$ cat config.mk
export PLATFORM = sky130hd
export DESIGN_NAME = program_loader
export DESIGN_NICKNAME = d
export VERILOG_FILES = /design/src/rtl/loader_pkg.sv /design/src/rtl/program_loader.sv
export SDC_FILE = /design/constraint.sdc
export NUM_CORES = 1
export LEC_CHECK = 0
export ABC_AREA = 0
export CORE_MARGIN = 3
export CORE_UTILIZATION = 53
export CTS_BUF_LIST = sky130_fd_sc_hd__clkbuf_4
export DETAILED_ROUTE_END_ITERATION = 10
export GPL_ROUTABILITY_DRIVEN = 0
export PLACE_DENSITY = 0.78
export SYNTH_ARGS = -nofsm -noshare
export SYNTH_HDL_FRONTEND = slang
export SYNTH_SLANG_ARGS = --single-unit
$ cat constraint.sdc
create_clock -name clk -period 2.2 [get_ports clk]
set_clock_uncertainty 0.15 [all_clocks]
set_input_delay 0.44 -clock clk [delete_from_list [all_inputs] [get_ports clk]]
set_output_delay 0.44 -clock clk [all_outputs]
set_load 0.02 [all_outputs]
$ cat src/rtl/loader_pkg.sv
// Shared types and constants for the program loader.
//  loader_state_t : loader FSM encoding
//  SYNC_BYTE_DEF  : default frame start marker
//  BYTE_W / LEN_W : byte width and width of the frame length field (words)
package loader_pkg;

  localparam logic [7:0] SYNC_BYTE_DEF = 8'hA5;
  localparam int         BYTE_W        = 8;
  localparam int         LEN_W         = 16;

  typedef enum logic [2:0] {
    ST_IDLE    = 3'd0,
    ST_LEN_HI  = 3'd1,
    ST_LEN_LO  = 3'd2,
    ST_DATA_HI = 3'd3,
    ST_DATA_LO = 3'd4,
    ST_WRITE   = 3'd5,
    ST_CSUM    = 3'd6,
    ST_ERR     = 3'd7
  } loader_state_t;

endpackage

$ cat src/rtl/program_loader.sv
// Serial-byte program loader for the MC14500B program RAM.
// Receives SYNC, LEN_HI, LEN_LO, N x {WORD_HI, WORD_LO}, CSUM and writes each
// word to consecutive program addresses.
// Ports:
//  clk, reset          : clock, synchronous active-high reset
//  in_data/in_valid    : incoming byte stream
//  in_ready            : registered; low only during the WRITE cycle
//  prog_write          : one-cycle RAM write strobe
//  prog_address/data   : RAM write address / word
//  cpu_hold            : keep PC/ICU in reset while loading or after a failure
//  done / error        : sticky status of the last load
// Handshake: a byte transfers on a rising edge where in_valid & in_ready are 1.
module program_loader
  import loader_pkg::*;
#(
  parameter int         ADDR_WIDTH        = 12,
  parameter int         INSTRUCTION_WIDTH = 4,
  parameter int         DATA_WIDTH        = ADDR_WIDTH + INSTRUCTION_WIDTH,
  parameter logic [7:0] SYNC_BYTE         = SYNC_BYTE_DEF
) (
  input  logic                  clk,
  input  logic                  reset,
  input  logic [7:0]            in_data,
  input  logic                  in_valid,
  output logic                  in_ready,
  output logic                  prog_write,
  output logic [ADDR_WIDTH-1:0] prog_address,
  output logic [DATA_WIDTH-1:0] prog_data,
  output logic                  cpu_hold,
  output logic                  done,
  output logic                  error
);

  // Largest legal image, held one bit wider than the length field.
  localparam logic [LEN_W:0] MAX_WORDS = (LEN_W+1)'(2**ADDR_WIDTH);

  loader_state_t         state_q, state_d;
  logic                  in_ready_q, in_ready_d;
  logic                  prog_write_q, prog_write_d;
  logic [ADDR_WIDTH-1:0] addr_q, addr_d;
  logic [DATA_WIDTH-1:0] data_q, data_d;
  logic                  cpu_hold_q, cpu_hold_d;
  logic                  done_q, done_d;
  logic                  error_q, error_d;
  logic [LEN_W-1:0]      count_q, count_d;
  logic [LEN_W-1:0]      len_q, len_d;
  logic [BYTE_W-1:0]     hi_q, hi_d;
  logic [BYTE_W-1:0]     acc_q, acc_d;

  logic                  xfer;
  logic [LEN_W-1:0]      len_n;
  logic [15:0]           word_n;

  always_comb begin
    state_d      = state_q;
    addr_d       = addr_q;
    data_d       = data_q;
    cpu_hold_d   = cpu_hold_q;
    done_d       = done_q;
    error_d      = error_q;
    count_d      = count_q;
    len_d        = len_q;
    hi_d         = hi_q;
    acc_d        = acc_q;
    xfer         = in_valid & in_ready_q;
    len_n        = {len_q[15:8], in_data};
    word_n       = {hi_q, in_data};

    case (state_q)
      // ERR keeps its sticky flags but still hunts for a new SYNC.
      ST_IDLE, ST_ERR: begin
        if (xfer && in_data == SYNC_BYTE) begin
          state_d    = ST_LEN_HI;
          cpu_hold_d = 1'b1;
          done_d     = 1'b0;
          error_d    = 1'b0;
          acc_d      = '0;
          count_d    = '0;
          addr_d     = '0;
        end
      end
      ST_LEN_HI: begin
        if (xfer) begin
          len_d   = {in_data, len_q[7:0]};
          acc_d   = acc_q + in_data;
          state_d = ST_LEN_LO;
        end
      end
      ST_LEN_LO: begin
        if (xfer) begin
          len_d = len_n;
          acc_d = acc_q + in_data;
          if (len_n == '0) begin
            state_d = ST_CSUM;
          end else if ({1'b0, len_n} > MAX_WORDS) begin
            // Oversized image: reject before any write so the address never wraps.
            state_d = ST_ERR;
            error_d = 1'b1;
          end else begin
            state_d = ST_DATA_HI;
          end
        end
      end
      ST_DATA_HI: begin
        if (xfer) begin
          hi_d    = in_data;
          acc_d   = acc_q + in_data;
          state_d = ST_DATA_LO;
        end
      end
      ST_DATA_LO: begin
        if (xfer) begin
          data_d  = word_n[DATA_WIDTH-1:0];
          acc_d   = acc_q + in_data;
          state_d = ST_WRITE;
        end
      end
      ST_WRITE: begin
        count_d = count_q + LEN_W'(1);
        addr_d  = addr_q + ADDR_WIDTH'(1);
        state_d = (count_q + LEN_W'(1) == len_q) ? ST_CSUM : ST_DATA_HI;
      end
      ST_CSUM: begin
        if (xfer) begin
          if (in_data == acc_q) begin
            state_d    = ST_IDLE;
            done_d     = 1'b1;
            cpu_hold_d = 1'b0;
          end else begin
            state_d = ST_ERR;
            error_d = 1'b1;
          end
        end
      end
      default: state_d = ST_IDLE;
    endcase

    // Strobe and ready are registered from the next state, so both line up
    // exactly with the WRITE cycle.
    prog_write_d = (state_d == ST_WRITE);
    in_ready_d   = (state_d != ST_WRITE);
  end

  always_ff @(posedge clk) begin
    if (reset) begin
      state_q      <= ST_IDLE;
      in_ready_q   <= 1'b1;
      prog_write_q <= 1'b0;
      addr_q       <= '0;
      data_q       <= '0;
      cpu_hold_q   <= 1'b0;
      done_q       <= 1'b0;
      error_q      <= 1'b0;
      count_q      <= '0;
      len_q        <= '0;
      hi_q         <= '0;
      acc_q        <= '0;
    end else begin
      state_q      <= state_d;
      in_ready_q   <= in_ready_d;
      prog_write_q <= prog_write_d;
      addr_q       <= addr_d;
      data_q       <= data_d;
      cpu_hold_q   <= cpu_hold_d;
      done_q       <= done_d;
      error_q      <= error_d;
      count_q      <= count_d;
      len_q        <= len_d;
      hi_q         <= hi_d;
      acc_q        <= acc_d;
    end
  end

  assign in_ready     = in_ready_q;
  assign prog_write   = prog_write_q;
  assign prog_address = addr_q;
  assign prog_data    = data_q;
  assign cpu_hold     = cpu_hold_q;
  assign done         = done_q;
  assign error        = error_q;

endmodule

# ---- Word-level counts from Yosys, hierarchy flattened
# Cells that the tools add are included.
dict set report totals {
  in_bits 11
  out_inout_bits 33
  register_bits 84
}
dict set report op_classes {
  addsub 3
  mux 35
  n_bitwise 3
  reduce_logical 17
  eq_ne 20
  order_cmp 1
}
# op n
set ops {}
lappend ops {{16-bit case mux with 2 select lines} 2}
lappend ops {{16-bit 2-to-1 mux} 2}
lappend ops {{3-bit 2-to-1 mux} 10}
lappend ops {{8-bit 2-to-1 mux} 3}
lappend ops {{12-bit case mux with 2 select lines} 1}
lappend ops {{3-bit case mux with 7 select lines} 1}
lappend ops {{16-bit by 1-bit adder with 16-bit output (second input constant)} 1}
lappend ops {{16-bit == test} 1}
lappend ops {{16-bit by 13-bit greater-than comparator with 1-bit output (second input constant)} 1}
lappend ops {{16-bit logical NOT} 1}
lappend ops {{8-bit case mux with 2 select lines} 1}
lappend ops {{3-bit == test (second input constant)} 5}
lappend ops {{2-bit inequality test (second input constant)} 7}
lappend ops {{12-bit by 1-bit adder with 12-bit output (second input constant)} 1}
lappend ops {{12-bit 2-to-1 mux} 1}
lappend ops {{1-bit 2-to-1 mux} 11}
lappend ops {{3-bit AND reduction} 3}
lappend ops {{8-bit adder} 1}
lappend ops {{8-bit == test} 1}
lappend ops {{8-bit == test (second input constant)} 1}
lappend ops {{7-bit AND reduction} 1}
lappend ops {{3-bit by 2-bit == test with 1-bit output (second input constant)} 2}
lappend ops {{2-bit AND reduction} 3}
lappend ops {{2-bit nonzero test} 3}
lappend ops {{other kinds (13)} 15}

# ---- Logic depth before layout (Yosys ltp)
# Gate-level depths: netlist of the first run.
dict set report logic_depth {
  ltp_word 6
  mapped_depth 9
}

# ---- Worst setup path before layout of the first run
# Ideal clock, no wire load.
dict set report synth_timing {
  path_kind {input to register}
  from {in in_data[1]}
  to {reg acc_q[7]}
  setup_ns 0.070
  cell_stages 8
  setup_slack_ns -0.123
  required_ns 1.980
  n_path_buf 0
  arrival_time_ns 2.102
  cell_sequence {ha_1 > a21o_1 > a21oi_1 > o21ai_0 > o41ai_1 > xor2_1 > mux2_2 > a21oi_1}
}
dict set report synth_between {
  elab_chain_len 4
}
# element line_no
set synth_rtl {}
lappend synth_rtl {{from (decl)} program_loader.sv:23} ;# input logic [7:0] in_data,
lappend synth_rtl {{branches (longest 4 deep; another with 8-bit adder)} -}
lappend synth_rtl {{to (signal assigned)} program_loader.sv:157} ;# acc_q <= '0;
lappend synth_rtl {{to (signal assigned)} program_loader.sv:170} ;# acc_q <= acc_d;
lappend synth_rtl {{to (decl)} program_loader.sv:48} ;# logic [BYTE_W-1:0] acc_q, acc_d;
# Several ways; the timed one is not identified. The select of a mux whose other input is x is not followed.
# A chain may end at the register's enable or synchronous reset.

# ---- Final worst setup path of the first run
dict set report layout_timing {
  from {reg acc_q[6]}
  to {reg state_q[2]}
}
dict set report layout_between {
  elab_chain_len 4
}
# element line_no
set layout_rtl {}
lappend layout_rtl {{8-bit == test} program_loader.sv:125} ;# if (in_data == acc_q) begin
lappend layout_rtl {{3-bit 2-to-1 mux} program_loader.sv:125}
lappend layout_rtl {{3-bit 2-to-1 mux} program_loader.sv:124} ;# if (xfer) begin
lappend layout_rtl {{3-bit case mux with 7 select lines} program_loader.sv:69} ;# case (state_q)
lappend layout_rtl {{to (signal assigned)} program_loader.sv:159} ;# state_q <= state_d;
lappend layout_rtl {{to (decl)} program_loader.sv:37} ;# loader_state_t state_q, state_d;
# Every way passes these cells.

==> impl_results.md, run 1 <==
- Status: finished with violations
- Failing checks: setup timing
- Hold violation count in the final report: 0
- Global-route wire length before repair: 21.2 mm
- Highest Clock Rate: 449 MHz
- Power per cell area: about 420 nW/um^2
- Yosys top cell by area: dfxtp_1
- Fill count: 527
- CP most frequent cell: buf_4
- TritonCTS clock tree: built
- Vias/cell: 6.03
- Vias in the first global route: ~4300
- Post-synth EDFFs: 0
- Arrival time worst endpoint: around 2400 ps
- HPWL after DPL: about 8.9 mm
- NetSw: around 730 uW
- Worst min-delay path class: reg2reg
- Worst-Skew Late Latency: 460 ps
- Net Sw Frac: between 20% and 30%
- Core area: between 7000 and 8000 sq um
- Worst R2R Path Depth: 10
- Num rows: 32
- Root Buffer: clkbuf_4
- Worst path top cell family by delay: compound AO/OA/AOI/OAI gates
- Hold path cells: 2
- Initial antenna violation count: 0
- Setup Crit Path Kind: reg2reg
- Share of cells above drive strength 1: between 20% and 30%
- Final Critical Period: 2230 ps
- Post-CTS Hold Fix Bufs: 0
- # nets final: 700
- Slew Limit Fails: 0
- Clock Path Buffers: 2
- Post-route ant nets: 0
- Post-synthesis sequential area ratio: a little under two fifths
- Largest net degree at the start of global routing: 32
- Num ports: 44
- Fin Hold WS: approximately 320 ps
- Ant diodes: 0
- Final Cycle Share: 101%
- Total global-route track usage: between 20% and 30%
- Max H-tree Level: 3
- Logic gate share of total power: under 10%
- CP max stage delay: roughly 360 ps
- Reg2Reg Setup Slack: -30 ps
- Share of the synthesized area in the top cell type: a little under two fifths
- Grt total ovfl: 0
- Vias after detailed routing: roughly 4700
- Pre-Repair DR Iteration Count: 6
- Cell Area, Synth: ~4400 sq um
- DR iter-0 viols: about 450
- Total CTS buffers: 9
- Leakage: between 2 and 2.5 nW
- Mapped Nets: between 500 and 600
- Starting Density: 55.8%
- Routed len/inst: ~17 microns
- Clock sink total: 84
- Maximum VDD drop: between 0.0003 and 0.0004 V
- Dpl cells: between 700 and 800
- Critical path buffers and inverters: 2
- Port bufs: 43
- Ranking of synthesized cells by area: dfxtp_1 38%, nand2_1 7.7%, a21oi_1 6.6%
- Clk pin slew, worst setup/hold paths: ~150 ps
- PnR worst setup slack: -26.1 ps
- Post-synth top cells: 90 x nand2_1, 84 x dfxtp_1, 62 x nor2_1
- Crit. End Element: register
- Total Die Area: 9440 sq um
- Async S/R FF share, synth: 0%
- Cells after Synth: approximately 570
- Cell Count, Final, Fillers Out: between 700 and 800
- Cell depth of the worst setup path: 10
- WP data required: 2400 ps
- Syn_area_per_cell: ~7.8 sq um
- Cells along the critical path: ha_1, nor4_2, nand3_1, buf_4, buf_4, o31ai_2, o21ai_1, o21ai_0, a21oi_1, a21o_1
- Peak fanout along the critical path: 2
- Max-Slew Margin vs Limit: approximately 55%
- Internal: about 1.9 mW
- DIE WIDTH: between 90 and 100 microns
- Top_reg_cell synth: dfxtp_1
- Critical-path top delay cell: dfxtp_2
- Unrepaired setup endpoints after global routing: true
- Max-cap violations: 0
- Area delta synth->final: 38.9%
- Synth Register Bits: 84
- Top-count cell post-synth: nand2_1
- Part of the power in registers: 58.9%
- Total Wirelength: 13.4 mm
- Yosys Warn Count: 0
- Die Y-Extent: between 90 and 100 microns
- Tot Pwr: between 2 and 3 mW
- # setup viols final: 2
- Startpoint types: register
- Distinct cells, synth: 57
- Tightest Pin Transition: about 680 ps
- Clock share of power: between 30% and 40%
- Drt drc: 0
==> cells in the final DEF, fill, tap and decap left out, types with 4 or more instances in the layout <==
master / Yosys / final
nor4_4: 1 / 4
a31oi_1: 10 / 8
nor3_1: 13 / 12
buf_6: 0 / 7
inv_1: 10 / 9
a311oi_1: 9 / 9
mux2i_1: 9 / 8
a21oi_2: 2 / 6
clkdlybuf4s50_1: 0 / 33
dlygate4sd2_1: 0 / 6
nor2_1: 62 / 60
buf_4: 0 / 83
o21ai_0: 31 / 27
nand3b_1: 4 / 4
a21oi_1: 58 / 54
xnor2_2: 0 / 4
xor2_1: 8 / 7
a22oi_1: 12 / 12
or3_1: 7 / 5
a21o_1: 8 / 8
ha_1: 9 / 4
nand2_1: 90 / 90
dfxtp_1: 84 / 69
dfxtp_2: 0 / 13
buf_12: 0 / 5
nand4_1: 8 / 8
nand3_1: 23 / 20
ha_4: 0 / 5
clkbuf_4: 0 / 9
xnor2_1: 21 / 17
==> metrics by stage <==
step	util [%]	TNS, ps	cell area (sq um)	worst slack [ps]
floorplan	-	-101	4430	-52.5
global placement	69.7	-23330	5500	-665
detailed placement	69.7	-25650	5500	-742
global route	77.5	-302	6120	-112
CTS	75.6	-3.30	5960	-3.30
finish	77.5	-50.7	6120	-26.1
==> final timing paths <==
| path | start | endpoint |
|---|---|---|
| min reg2reg | hi_q[3]$_SDFFE_PP0P_ | prog_data[11]$_SDFFE_PP0P_ |
| max reg2reg | acc_q[6]$_SDFFE_PP0P_ | state_q[2]$_SDFF_PP0_ |
| min | hi_q[3]$_SDFFE_PP0P_ | prog_data[11]$_SDFFE_PP0P_ |
| max | acc_q[6]$_SDFFE_PP0P_ | state_q[2]$_SDFF_PP0_ |
==> registers in the layout, summed over array words and instances, names as in the netlist, 3 cells and up <==
| signal | flops |
|---|---|
| count_q | 16 |
| len_q | 16 |
| prog_data | 16 |
| prog_address | 12 |
| acc_q | 8 |
| hi_q | 8 |
| state_q | 3 |
==> final cells by class <==
cell class | instances | area, sq um | area share [%]
clock buffer | 9 | 67.6 | 1.10
clock inverter | 7 | 76.3 | 1.25
inverter | 10 | 37.5 | 0.614
multi-input combinational | 436 | 2870 | 47.0
sequential | 84 | 1710 | 27.9
tap | 102 | 128 | 2.09
timing repair buffer | 138 | 1230 | 20.1
==> tightest hold or removal path: stages, from the launching register on <==
cell and delay, ps:
dfxtp_1 340, nand2_1 50, a21oi_1 50
==> routing by layer <==
metal	share of wire (%)	global-route usage (%)
met3	7.8	5.96
met5	0	0
met4	3.6	9.29
met1	39	34.2
met2	49	45.8
==> kinds of logic (layout without fill, tap and decap cells) <==
| family | count (synthesis) | count (layout) | synth area share, % |
|---|---|---|---|
| compound gates | 155 | 155 | 22.0 |
| xor+xnor | 29 | 29 | 5.77 |
| fa+ha+maj | 10 | 10 | 3.01 |
| buf+inv | 46 | 164 | 4.18 |
| flops | 84 | 84 | 38.2 |
| mux | 11 | 11 | 2.56 |
| simple gates | 231 | 231 | 24.3 |
==> repair_timing <==
action	in CTS	in global routing
setup buffers	9	4
gates resized for setup	64	25
pin swaps	30	17
setup endpoints to repair	30	30
==> power by group through the flow <==
stage                     clock network [mW]  registers, mW  logic (mW)
after global placement                     0           1.56       0.131
after global routing                    1.01           1.52       0.149
after floorplan                            0           1.56      0.0540
after CTS                              0.927           1.52       0.134
final                                  0.922           1.52       0.140
after detailed placement                   0           1.56       0.133
Power figures use the tool's default switching activity.
==> run 2: changes to the inputs <==
--- a/config.mk
+++ b/config.mk
@@ -7,11 +7,12 @@
 export LEC_CHECK = 0
 export ABC_AREA = 0
 export CORE_MARGIN = 3
-export CORE_UTILIZATION = 53
+export CORE_UTILIZATION = 55
 export CTS_BUF_LIST = sky130_fd_sc_hd__clkbuf_4
 export DETAILED_ROUTE_END_ITERATION = 10
+export DONT_BUFFER_PORTS = 1
 export GPL_ROUTABILITY_DRIVEN = 0
-export PLACE_DENSITY = 0.78
+export PLACE_DENSITY = 0.73
 export SYNTH_ARGS = -nofsm -noshare
 export SYNTH_HDL_FRONTEND = slang
 export SYNTH_SLANG_ARGS = --single-unit
==> impl_results.md, run 2 (synthesized netlist as in run 1, its figures left out) <==
- Status: finished with violations
- Failing checks: hold timing
- Total Neg Setup Slack: 0 ps (+50.7 ps)
- Crit. End Element: register
- Hold_sp: reset
- Root Buffer: clkbuf_4
- Hold path endpoint: count_q[15]$_SDFFE_PP0P_
- Maximum VDD drop: 0.000350 V (-0.99%)
- Num rows: 32 (unchanged)
- Final Critical Period: 2180 ps (-42.3 ps)
- Unrepaired setup endpoints after global routing: true
- Fill count: 673 (+28%)
- Internal: 1.83 mW (-1.5%)
- Worst R2R Path Depth: 8 (-2)
- # nets final: 637 (-9.0%)
- Largest net degree at the start of global routing: 86 (+170%)
- Vias/cell: 6.02 (-0.14%)
- # setup viols final: 0 (-2)
- Tightest Pin Transition: 496 ps (-180 ps)
- Clock sink total: 84 (unchanged)
- Grt total ovfl: 0 (unchanged)
- PnR worst setup slack: 16.2 ps (+42.3 ps)
- NetSw: 665 uW (-8.8%)
- WP data required: 2370 ps (-30 ps)
- Share of cells above drive strength 1: 22.4% (-4.8 points)
- Ant diodes: 0 (unchanged)
- Part of the power in registers: 61.2% (+2.3 points)
- Port bufs: 0 (-100%)
- Clock Path Buffers: 2 (unchanged)
- Worst-Skew Late Latency: 420 ps (-40 ps)
- DIE WIDTH: 95.5 microns (-1.7%)
- Peak fanout along the critical path: 5 (+3)
- Highest Clock Rate: 458 MHz (+1.9%)
- Leakage: 1.89 nW (-17%)
- Clock share of power: 36.6% (+0.9 points)
- Total Die Area: 9120 sq um (-3.4%)
- Total global-route track usage: 25.1% (-2.0 points)
- Die Y-Extent: 95.5 microns (-1.7%)
- Final Cycle Share: 99.3% (-1.9 points)
- Max H-tree Level: 3 (unchanged)
- Hold path cells: 1 (-1)
- Max-cap violations: 0 (unchanged)
- Clk pin slew, worst setup/hold paths: 160 ps (about the same)
- HPWL after DPL: 7.93 mm (-11%)
- Pre-Repair DR Iteration Count: 5 (-1)
- Slew Limit Fails: 0 (unchanged)
- Dpl cells: 699 (-7.7%)
- Vias after detailed routing: 4355 (-8.1%)
- Num ports: 44 (unchanged)
- Vias in the first global route: 3915 (-9.7%)
- Most frequent cells in the layout: 90 x nand2_1, 73 x dfxtp_1, 73 x buf_4
- Starting Density: 56.7% (+0.86 points)
- Area delta synth->final: 20.2%
- Max-Slew Margin vs Limit: 66.9% (+12 points)
- Cell Count, Final, Fillers Out: 723 (-8.0%)
- Global-route wire length before repair: 18.3 mm (-14%)
- Arrival time worst endpoint: 2350 ps (-80 ps)
- Pre-CTS setup slack: -205 ps (+537 ps)
- Fin Hold WS: -74.3 ps (-390 ps)
- Drt drc: 0 (unchanged)
- Logic gate share of total power: 2.2% (-3.2 points)
- Commonest non-fill, non-tap cell in the layout: nand2_1
- Power per cell area: 470 nW/um^2 (+11%)
- Worst min-delay path class: in2reg
- Total Wirelength: 11.5 mm (-14%)
- Setup Crit Path Kind: reg2reg
- Startpoint types: register
- Reg2Reg Setup Slack: 20 ps (+40 ps)
- Net Sw Frac: 26.7% (-1.5 points)
- Total CTS buffers: 9 (unchanged)
- FF-to-FF End: state_q[0]$_SDFF_PP0_
- Post-route ant nets: 0 (unchanged)
- Initial antenna violation count: 0 (unchanged)
- DR iter-0 viols: 246 (-45%)
- TritonCTS clock tree: built
- Core area: 7770 sq um (-1.5%)
- Routed len/inst: 15.9 microns (-6.5%)
- R2R Path Start: count_q[0]$_SDFFE_PP0P_
- Hold violation count in the final report: 78 (+78)
-- run 2: through the flow --
stage | power [mW] | instance area (sq um) | util, %
after floorplan | 1.61 | 4430 | -
after global placement | 1.60 | 4930 | 63.4
after detailed placement | 1.60 | 4930 | 63.4
after CTS | 2.51 | 5170 | 66.6
after global routing | 2.57 | 5300 | 68.2
final | 2.49 | 5300 | 68.2
-- run 2: worst max-delay path by stage --
stage	from	end	slack (ps)	depth (start not counted)
2_1_floorplan	in_data[6]	acc_q[2]$_SDFFE_PP0P_	-50	7
3_3_place_gp	in_data[1]	done$_SDFFE_PP0P_	-160	8
3_5_place_dp	in_data[1]	done$_SDFFE_PP0P_	-210	8
4_1_cts	count_q[5]$_SDFFE_PP0P_	state_q[0]$_SDFF_PP0_	-10	8
5_1_grt	count_q[0]$_SDFFE_PP0P_	state_q[0]$_SDFF_PP0_	-120	8
6_report	count_q[0]$_SDFFE_PP0P_	state_q[0]$_SDFF_PP0_	20	8
-- run 2: repair_timing --
item | in CTS | in global routing
cloned | 0 | 0
buffers inserted | 5 | 3
pin swaps | 9 | 15
endpoints found under the hold margin | 81 | 81
endpoints found under the setup margin | 6 | 9
resized for setup | 20 | 19
-- run 2: area by class of cell --
type,instances,area (sq um),share of cell area [%]
Inverter,10,37.5,0.709
Sequential cell,84,1700,32.0
Tap cell,102,128,2.41
Multi-Input combinational cell,436,2710,51.2
Clock buffer,9,67.6,1.28
Timing Repair Buffer,75,579,10.9
Clock inverter,7,76.3,1.44
-- run 2: power groups by stage --
stage | clock [mW] | sequential, mW | combinational (mW)
final | 0.912 | 1.52 | 0.0556
after floorplan | 0 | 1.56 | 0.0540
after global routing | 0.988 | 1.52 | 0.0611
after global placement | 0 | 1.56 | 0.0462
after CTS | 0.933 | 1.52 | 0.0488
after detailed placement | 0 | 1.56 | 0.0473
-- run 2: layer usage --
| layer | GRT usage, % | up-vias | routed length (microns) |
|---|---|---|---|
| met5 | 0 | - | 0 |
| met4 | 9.12 | 0 | 259 |
| met2 | 40.6 | 144 | 5590 |
| met3 | 4.74 | 21 | 749 |
| li1 | - | 2121 | - |
| met1 | 33.5 | 2069 | 4910 |
-- run 2: critical path: stages, from the launching register on --
cell      delay (ps)
dfxtp_2          380
ha_4             170
nand3_4          120
nor4_4           350
xnor2_1          120
a221oi_2         260
nand4_1          150
nor4b_2          290
o31ai_1          100
